==> config.mk <==
export PLATFORM = sky130hd
export DESIGN_NAME = mux_digit_scanner
export DESIGN_NICKNAME = d
export VERILOG_FILES = /design/src/rtl/mux_digit_scanner.sv
export SDC_FILE = /design/constraint.sdc
export NUM_CORES = 1
export LEC_CHECK = 0
export CAP_MARGIN = 25
export CORE_MARGIN = 4
export CORE_UTILIZATION = 55
export CTS_CLUSTER_SIZE = 24
export DETAILED_ROUTE_END_ITERATION = 16
export HOLD_SLACK_MARGIN = 0.02
export PLACE_DENSITY = 0.85
export SETUP_SLACK_MARGIN = 0.1
export SYNTH_ARGS = -nofsm -noshare
export SYNTH_HDL_FRONTEND = slang
export SYNTH_SLANG_ARGS = --single-unit
export TNS_END_PERCENT = 20
==> constraint.sdc <==
create_clock -name CLK -period 5.8 [get_ports CLK]
set_clock_uncertainty 0.05 [all_clocks]
set_input_delay 1.16 -clock CLK [delete_from_list [all_inputs] [get_ports CLK]]
set_output_delay 1.16 -clock CLK [all_outputs]
set_load 0.02 [all_outputs]
==> src/rtl/mux_digit_scanner.sv <==
// Multiplexed 8-digit 7-segment scanner with per-slot blanking gap.
// Optional LEADING_ZERO_BLANK_EN suppresses leading zero digits.
module mux_digit_scanner #(
  parameter int PRESCALE     = 1000,
  parameter int BLANK_CYCLES = 16,
  parameter int NUM_DIGITS   = 8
) (
  input  logic       CLK,
  input  logic       RST,
  input  logic       ENABLE,
  input  logic       WE,
  input  logic [2:0] WADDR,
  input  logic [3:0] WDATA,
  input  logic       WDP,
  output logic [7:0] DIGIT_EN,
  output logic [6:0] SEG,
  output logic       DP,
  output logic [2:0] SCAN_IDX,
  output logic       FRAME_DONE
);

  localparam int CW = $clog2(PRESCALE + 1);
  localparam logic [CW-1:0] BC = CW'(BLANK_CYCLES);
  localparam logic [CW-1:0] SC = CW'(PRESCALE - BLANK_CYCLES);
  localparam logic [2:0] LAST = 3'(NUM_DIGITS - 1);

  typedef enum logic {
    S_BLANK,
    S_SHOW
  } state_t;

  state_t        state_q, state_d;
  logic [CW-1:0] cnt_q, cnt_d;
  logic [2:0]    idx_q, idx_d;
  logic [7:0]    en_q, en_d;
  logic [6:0]    seg_q, seg_d;
  logic          dp_q, dp_d;
  logic          fd_q, fd_d;
  logic          show;
  logic [3:0]    dig_q [8];
  logic [7:0]    dpm_q;
`ifdef LEADING_ZERO_BLANK_EN
  logic          lz_b;
`endif

  function automatic logic [6:0] seg7(input logic [3:0] v);
    unique case (v)
      4'h0: return 7'h3F;
      4'h1: return 7'h06;
      4'h2: return 7'h5B;
      4'h3: return 7'h4F;
      4'h4: return 7'h66;
      4'h5: return 7'h6D;
      4'h6: return 7'h7D;
      4'h7: return 7'h07;
      4'h8: return 7'h7F;
      4'h9: return 7'h6F;
      4'hA: return 7'h77;
      4'hB: return 7'h7C;
      4'hC: return 7'h39;
      4'hD: return 7'h5E;
      4'hE: return 7'h79;
      4'hF: return 7'h71;
    endcase
  endfunction

  // cnt_q counts cycles already emitted in the current phase;
  // outputs are registered for the cycle being entered.
  always_comb begin
    state_d = state_q;
    cnt_d   = cnt_q;
    idx_d   = idx_q;
    en_d    = '0;
    seg_d   = '0;
    dp_d    = 1'b0;
    fd_d    = 1'b0;
    show    = 1'b0;
    if (!ENABLE) begin
      state_d = S_BLANK;
      cnt_d   = '0;
    end else begin
      unique case (state_q)
        S_BLANK: begin
          if (cnt_q < BC) begin
            cnt_d = cnt_q + CW'(1);
          end else begin
            state_d = S_SHOW;
            cnt_d   = CW'(1);
            show    = 1'b1;
          end
        end
        S_SHOW: begin
          if (cnt_q < SC) begin
            cnt_d = cnt_q + CW'(1);
            show  = 1'b1;
          end else begin
            idx_d = (idx_q == LAST) ? 3'd0 : idx_q + 3'd1;
            fd_d  = (idx_q == LAST);
            cnt_d = CW'(1);
            if (BC == '0) begin
              state_d = S_SHOW;
              show    = 1'b1;
            end else begin
              state_d = S_BLANK;
            end
          end
        end
      endcase
    end
`ifdef LEADING_ZERO_BLANK_EN
    lz_b = (idx_d != 3'd0);
    for (int j = 0; j < NUM_DIGITS; j++) begin
      if (j >= int'(idx_d) && dig_q[j] != 4'h0) lz_b = 1'b0;
    end
`endif
    if (show) begin
      en_d  = 8'd1 << idx_d;
      seg_d = seg7(dig_q[idx_d]);
      dp_d  = dpm_q[idx_d];
`ifdef LEADING_ZERO_BLANK_EN
      if (lz_b) seg_d = '0;
`endif
    end
  end

  always_ff @(posedge CLK) begin
    if (!RST) begin
      state_q <= S_BLANK;
      cnt_q   <= '0;
      idx_q   <= '0;
      en_q    <= '0;
      seg_q   <= '0;
      dp_q    <= 1'b0;
      fd_q    <= 1'b0;
      dpm_q   <= '0;
      for (int i = 0; i < 8; i++) dig_q[i] <= '0;
    end else begin
      state_q <= state_d;
      cnt_q   <= cnt_d;
      idx_q   <= idx_d;
      en_q    <= en_d;
      seg_q   <= seg_d;
      dp_q    <= dp_d;
      fd_q    <= fd_d;
      if (WE && int'(WADDR) < NUM_DIGITS) begin
        dig_q[WADDR] <= WDATA;
        dpm_q[WADDR] <= WDP;
      end
    end
  end

  assign DIGIT_EN   = en_q;
  assign SEG        = seg_q;
  assign DP         = dp_q;
  assign SCAN_IDX   = idx_q;
  assign FRAME_DONE = fd_q;

endmodule

# Word level (Yosys, flattened, before mapping)
# Memory sizes are Yosys's and may differ from the RTL's. A register that Yosys moved wholly into a read port is not among the register bits.
# Cells that the tools add are included.
# totals
ff_bits	32
ram_bits	32
romBits	112
inputBits	12
elab_cells	50
memories	2
# op_classes
addsub	2
magnitude_cmp	5
eq_ne	1
shift	1
mux	23
bitwise_logic	3
reduce_logical	6
# mem_list
memory	words	word_bits	read_ports	rd_clocked_by_memory_dff	write_ports	line	source
(name not given)	16	7	1	1	0	47	unique case (v)
dig_q	8	4	1	0	8	40	logic [3:0] dig_q [8];
# ops
operator	n
2-to-1 mux 10 bit	2
case mux 10 bit (2 select lines)	1
2-to-1 mux 3 bit	5
adder 10 x 1 -> 10 bit, second input constant	1
less-than comparator 10 bit, second input constant	1
less-than comparator 10 x 5 -> 1 bit, second input constant	1
2-to-1 mux 1 bit	10
bitwise mux 8 bit	1
less-than comparator 3 x 4 -> 1 bit, second input constant	2
OR reduction 4 bit	2
<< shifter 1 x 3 -> 8 bit, first input constant	1
2-to-1 mux 4 bit	1
AND reduction 2 bit	2
adder 3 x 1 -> 3 bit, second input constant	1
binary-select mux 1 bit (select 3 bit)	1
demux 1 bit (select 3 bit)	1
== test 3 bit, second input constant	1
greater-or-equal comparator 3 x 1 -> 1 bit, second input constant	1
NOT 1 bit	3
case mux 1 bit (2 select lines)	1
logical AND 1 bit	1
zero test 1 bit	1

# Longest topological paths before layout
# Gate-level depths: netlist (run 1).
# depth
ltp_word	7
ltp_mapped	13

# Least setup slack after synthesis (run 1)
# No wires, ideal clock.
# synth_path
path_type	input -> register
from	input ENABLE
to	register seg_q[1], in the netlist SEG[1]
t_arrival_ns	3.272
path_slack_ns	2.333
cell_stages	11
n_path_buf	0
path_cell_list	and2_1 -> nand3_4 -> mux2_2 -> a221oi_1 -> o21a_1 -> a221o_2 -> inv_2 -> ha_1 -> mux2_1 -> nor2_1 -> a311oi_1
# synth_between
elab_chain_len	3
# synth_lines
element	line	source
start: declaration	10	input logic ENABLE,
parallel branches: the longest is 3 deep, another holds memory read (8 x 4 bit)	-	
end: declaration	36	logic [6:0] seg_q, seg_d;
# Several ways; the timed one is not identified.
# A chain may end at the register's enable or synchronous reset.

# Worst setup path after layout (run 1)
# layout_path
from	input ENABLE
to	register seg_q[3], in the netlist SEG[3]
# Same word-level chain as after synthesis.

==> results of run 1 <==
cells by family (layout without fill, tap and decap cells):
logic type / after synthesis / count (layout) / synth area share
xor+xnor: 7 / 7 / 0.0185
mux: 9 / 9 / 0.0283
buf+inv: 19 / 62 / 0.0231
simple gates: 131 / 131 / 0.211
flops: 71 / 71 / 0.526
fa+ha+maj: 6 / 6 / 0.0227
compound gates: 70 / 70 / 0.171
cell type report:
type                            instances  area (um2)
Inverter                               15        56.3
Multi-Input combinational cell        223        1490
Fill cell                             415        1800
Timing Repair Buffer                   31         310
Tap cell                               72        90.1
Clock inverter                          4        46.3
Clock buffer                           12         135
Sequential cell                        71        1740
stage by stage:
step           setup slack (ns)   util  area [um2]  cells
6_report                   1.67  0.682        3870    428
5_1_grt                    1.52  0.682        3870    428
4_1_cts                    1.73  0.682        3870    428
3_5_place_dp               1.39  0.650        3690    412
3_3_place_gp               1.54  0.650        3690    412
2_1_floorplan              2.33      -        3310    313
cells in the mapped netlist (4+ instances only):
cell      instances
nand2b_1          4
edfxtp_1         32
nor2_1           36
o21ai_0          19
mux2i_1           6
nor3_1            8
inv_1            13
and2_1           37
xnor2_1           5
nand3_1           9
dfxtp_1          39
a21o_1            4
ha_1              6
nand2_1          22
a21oi_1           9
metal layers:
layer / wire [um] / share of wire / track usage
met5: 0 / 0 / 0
met4: 130 / 0.018 / 0.0662
met3: 530 / 0.075 / 0.0634
met2: 3480 / 0.49 / 0.343
met1: 2960 / 0.42 / 0.250
final timing paths:
| path | to | slack, ns | depth (start not counted) |
|---|---|---|---|
| worst max-delay path | SEG[3]$_SDFF_PP0_ | 1.67 | 12 |
| worst min-delay path | dpm_q[0]$_SDFFE_PN0P_ | 0.42 | 2 |
| worst max register to register | SEG[0]$_SDFF_PP0_ | 2.17 | 10 |
| worst min register to register | dpm_q[0]$_SDFFE_PN0P_ | 0.42 | 2 |
worst max-delay path: stages:
cell             delay, ns
clkdlybuf4s50_1       0.55
and2_1                0.27
nand3_4               0.17
o32ai_1               0.46
a221oi_1              0.18
o21a_1                0.22
a221o_2               0.39
inv_2                 0.15
ha_1                  0.24
o211ai_1              0.20
a31oi_1               0.08
a31o_2                0.26
registers in the layout, indices dropped and copies added, names as in the netlist:
| register | cells |
|---|---|
| SCAN_IDX | 3 |
| SEG | 7 |
| cnt_q | 10 |
| dig_q | 32 |
| DP | 1 |
| DIGIT_EN | 8 |
| state_q | 1 |
| dpm_q | 8 |
| FRAME_DONE | 1 |
power by group through the flow:
stage / logic (uW) / registers [uW] / clock network (uW)
5_1_grt: 64.2 / 549 / 394
3_5_place_dp: 57.5 / 559 / 0
3_3_place_gp: 55.5 / 558 / 0
6_report: 58.7 / 548 / 369
2_1_floorplan: 36.5 / 554 / 0
4_1_cts: 57.9 / 548 / 374
==> key figures, run 1 <==
Synthesis
  – Leading area contributor after synthesis: edfxtp_1
  – Post-synth EDFFs: 32
  – Sequential element share of the synthesized area: 0.526
  – Syn Inst Count: around 310
  – Net Count, Synth: roughly 330
  – Synth cell types: 61
  – Share of the synthesized area in the top cell type: 0.290
  – Ys flop type: dfxtp_1
  – Async SR Flop Fraction: 0
  – Post-synthesis register bit count: 71
  – YS warnings: 0
  – Mapped cell area: about 3300 um2
  – Syn_area_per_cell: ~11 um2
  – Synth area leaders: edfxtp_1 (29%), dfxtp_1 (24%), and2_1 (7.0%)

Power
  – VDD IR max: 0.190 mV
  – Power Dens Cells: 252 nW/um2
  – Combinational share of power: 0.060
  – Final Power: between 900 and 1000 uW
  – Switch Pwr: 216 uW
  – Sequential cell fraction of total power: 0.562
  – Internal power: 759 uW
  – Sw frac: 0.222
  – Lkg Pwr: 0.00141 uW
  – Clock power share: 0.378

Placement
  – Port buffer count: 31
  – Gpl congestion: 0.817
  – HPWL after detailed placement: between 5000 and 6000 um

Die
  – Die area: between 7000 and 8000 um2
  – DIE HEIGHT: roughly 86 um
  – Rows: 27
  – Io pins: 32
  – Initial Util: 0.583
  – Core Area: ~5700 um2
  – Die width: approximately 86 um

STA
  – Pins Over Slew Limit: 0
  – RSZ-0062 raised after global routing: no
  – Fin crit share: 0.713
  – Fin Setup TNS: 0 ns
  – Slew HR: 0.383
  – Worst slew pin tran: about 0.9 ns
  – Hold Violations, Final: 0
  – Fin crit period: 4.13 ns
  – Hold Slack: 0.424 ns
  – Fmax: 0.242 GHz
  – Setup violators final: 0

Layout
  – Layout cells sized above 1: 0.0899
  – Ant diodes: 0
  – Layout area overhead: 17.0%
  – Nets: around 370
  – Most frequent cells in the layout: dfxtp_1 (39), and2_1 (37), nor2_1 (36)
  – Most common cell after layout, fill and taps aside: dfxtp_1

Global routing
  – Vias in the first global route: 2345
  – First-pass GRT wire length: ~11000 um
  – Total GRT Usage: 0.204
  – Congestion Overflow GR: 0
  – Initial antenna violation count: 0
  – Largest net degree at the start of global routing: 17

Min path
  – Hold path start: dpm_q[0]$_SDFFE_PN0P_
  – Min-Delay Path Class: flip-flop to flip-flop

Clock tree
  – CTS tree: done
  – Clock Latency Late Sink: 0.34 ns
  – # Post-CTS Setup Buffers: 0
  – H-tree depth reported by CTS: 3
  – Cts bufs inserted: 9
  – Clock Tree Buf Depth: 2
  – Hold_buf cts: 0
  – Worst-path clk slew: around 0.070 ns
  – Clock Tree Root: clkbuf_8
  – Post_cts resized: 0
  – CTS Sinks: 71

Drt
  – DR WL/cell: 16.6 um
  – Via density: 5.90
  – TritonRoute pass-1 iters: 5
  – Detailed Route Iter0 Violations: 161
  – Vias: between 2000 and 3000
  – Routed Antenna Nets: 0
  – Final WL: 7100 um
  – DRC viols: 0

Critical path
  – Critical Path AT: 4.33 ns
  – Endpoint class of the critical path: flip-flop
  – Critical path type: input pin to flip-flop
  – Reg2reg start: SCAN_IDX[1]$_SDFF_PN0_
  – Worst-path maximum fanout: 10
  – Worst Setup SP: ENABLE
  – Critical Path RT: 5.99 ns
  – Crit path launch type: input pin

Run status
  – Status: finished clean

Flow run
  – Max Cap Viol: 0
(Power assumes the default switching activity.)
==> run 2: changes to the inputs <==
- CORE_UTILIZATION: 55 -> 51
- PLACE_DENSITY: 0.85 -> 0.83
- clock period: 5.8 -> 3.6 ns (I/O delays scaled with it)
==> key figures, run 2 (same netlist as run 1, synthesis figures left out) <==
Run status
  – Status: finished clean

Power
  – VDD IR max: 0.310 mV (+63%)
  – Power Dens Cells: 433 nW/um2 (+72%)
  – Switch Pwr: 384 uW (+78%)
  – Lkg Pwr: 0.00151 uW (+7.4%)
  – Sequential cell fraction of total power: 0.502 (-0.060)
  – Combinational share of power: 0.058 (-0.002)
  – Internal power: 1370 uW (+81%)
  – Sw frac: 0.219 (-0.00307)
  – Clock power share: 0.440 (+0.062)

Drt
  – DRC viols: 0 (unchanged)
  – Detailed Route Iter0 Violations: 198 (+23%)
  – TritonRoute pass-1 iters: 5 (unchanged)
  – Final WL: 7510 um (+5.7%)
  – Via density: 5.85 (-0.83%)
  – Routed Antenna Nets: 0 (unchanged)
  – DR WL/cell: 16.8 um (+1.0%)
  – Vias: 2623 (+3.8%)

STA
  – RSZ-0062 raised after global routing: no
  – Fin Setup TNS: 0 ns (unchanged)
  – Worst slew pin tran: 0.724 ns (-0.202 ns)
  – Fin crit share: 0.893
  – Pins Over Slew Limit: 0 (unchanged)
  – Fin crit period: approximately 3.2 ns
  – Slew HR: 0.513 (+0.131)
  – Hold Violations, Final: 0 (unchanged)
  – Setup violators final: 0 (unchanged)
  – Fmax: roughly 0.31 GHz

Die
  – DIE HEIGHT: 88.6 um (+3.5%)
  – Io pins: 32 (unchanged)
  – Core Area: 6310 um2 (+11%)
  – Initial Util: 0.524 (-0.0590)
  – Die width: 88.6 um (+3.5%)
  – Rows: 29 (+7.4%)
  – Die area: 7840 um2 (+7.1%)

Clock tree
  – CTS tree: done
  – Clock Tree Root: clkbuf_8
  – H-tree depth reported by CTS: 3 (unchanged)
  – CTS Sinks: 71 (unchanged)
  – Hold_buf cts: 0 (unchanged)
  – Worst-path clk slew: 0.08 ns (about the same)
  – # Post-CTS Setup Buffers: 0 (unchanged)
  – Clock Latency Late Sink: 0.35 ns (about the same)
  – Post_cts resized: 0 (unchanged)
  – Cts bufs inserted: 9 (unchanged)
  – Clock Tree Buf Depth: 2 (unchanged)

Placement
  – HPWL after detailed placement: 5520 um (+5.2%)
  – Gpl congestion: 0.824 (+0.91%)
  – Port buffer count: 31 (unchanged)
  – DP Cell Count: 432 (+4.9%)
  – DP Area: 3810 um2 (+3.2%)

Layout
  – Most common cell after layout, fill and taps aside: dfxtp_1
  – Ant diodes: 0 (unchanged)
  – Most frequent cells in the layout: dfxtp_1 (39), and2_1 (37), nor2_1 (36)
  – Largest registers: dig_q: 32 flops, cnt_q: 10 flops
  – Fin cells: 448 (+4.7%)
  – Layout area overhead: 22.4%
  – Largest reg by FF count: dig_q
  – Number of flip-flops in the largest register: 32 (unchanged)
  – Nets: 384 (+4.1%)
  – Fillers: 501 (+21%)
  – Finished Cell Area: 4050 um2 (+4.7%)
  – Layout cells sized above 1: 0.137 (+0.0476)

Critical path
  – Critical Path AT: 3.40 ns (-0.93 ns)
  – Crit path launch type: input pin
  – Critical Path RT: 3.78 ns (-2.21 ns)
  – Worst Setup SP: ENABLE
  – Reg2reg start: SCAN_IDX[0]$_SDFF_PN0_
  – Worst-path maximum fanout: 8 (-2)
  – Endpoint class of the critical path: flip-flop
  – Critical path type: input pin to flip-flop

Min path
  – Min-Delay Path Class: flip-flop to flip-flop
  – Hold path start: cnt_q[0]$_SDFF_PN0_

Global routing
  – First-pass GRT wire length: 12200 um (+6.1%)
  – Total GRT Usage: 0.207 (+0.00313)
  – Vias in the first global route: 2537 (+8.2%)
  – Initial antenna violation count: 0 (unchanged)
  – Largest net degree at the start of global routing: 14 (-3)
  – Congestion Overflow GR: 0 (unchanged)

Flow run
  – Max Cap Viol: 0 (unchanged)
run 2: changes by cell type in the layout (fill, tap and decap cells not counted):
cell,previous run,this run
buf_4,0,15
bufinv_16,1,3
clkbuf_1,3,0
clkinv_1,1,0
clkinv_4,0,1
inv_6,0,1
run 2: power groups by stage:
stage / registers [uW] / logic, uW / clock network, uW
global placement: 899 / 95.8 / 0
CTS: 882 / 100 / 780
detailed placement: 900 / 98.9 / 0
floorplan: 892 / 58.8 / 0
global route: 884 / 111 / 821
finish: 882 / 101 / 773
run 2: cell type report:
cell class,count,area (um2),share of cell area
Inverter,15,56.3,0.0139
Clock inverter,7,120,0.0296
Sequential cell,71,1740,0.430
Timing Repair Buffer,46,423,0.104
Tap cell,77,96.3,0.0238
Multi-Input combinational cell,223,1490,0.368
Clock buffer,9,124,0.0306
run 2: worst max-delay path, stage by stage:
cell,delay (ns)
clkdlybuf4s50_1,0.50
and2_1,0.20
nand3_4,0.14
o32ai_1,0.35
a221oi_1,0.16
o21a_1,0.21
a221o_2,0.32
inv_2,0.11
ha_1,0.25
mux2_1,0.30
nor2_1,0.09
a311oi_1,0.05
run 2: metrics by stage:
stage / total power [uW] / util / hold slack [ns] / worst slack [ns]
floorplan: 951 / - / 0.384 / 0.442
global placement: 994 / 0.603 / 0.407 / 0.107
detailed placement: 999 / 0.603 / 0.413 / 0.0502
CTS: 1760 / 0.642 / 0.423 / 0.411
global route: 1820 / 0.642 / 0.451 / 0.197
finish: 1760 / 0.642 / 0.416 / 0.384
run 2: layer usage:
layer / vias to the layer above / wire length (um) / global-route usage / share of wire
met5: - / 0 / 0 / 0
met4: 0 / 152 / 0.0838 / 0.020
met3: 13 / 621 / 0.0568 / 0.083
met2: 131 / 3540 / 0.331 / 0.47
met1: 1224 / 3200 / 0.267 / 0.43
li1: 1255 / - / - / -
run 2: path summary, 6_finish.rpt:
| kind | end | slack (ns) | cells after the start |
|---|---|---|---|
| max | SEG[1]$_SDFF_PP0_ | 0.38 | 12 |
| min | cnt_q[0]$_SDFF_PN0_ | 0.42 | 1 |
| max reg2reg | SEG[1]$_SDFF_PP0_ | 0.43 | 12 |
| min reg2reg | cnt_q[0]$_SDFF_PN0_ | 0.42 | 1 |
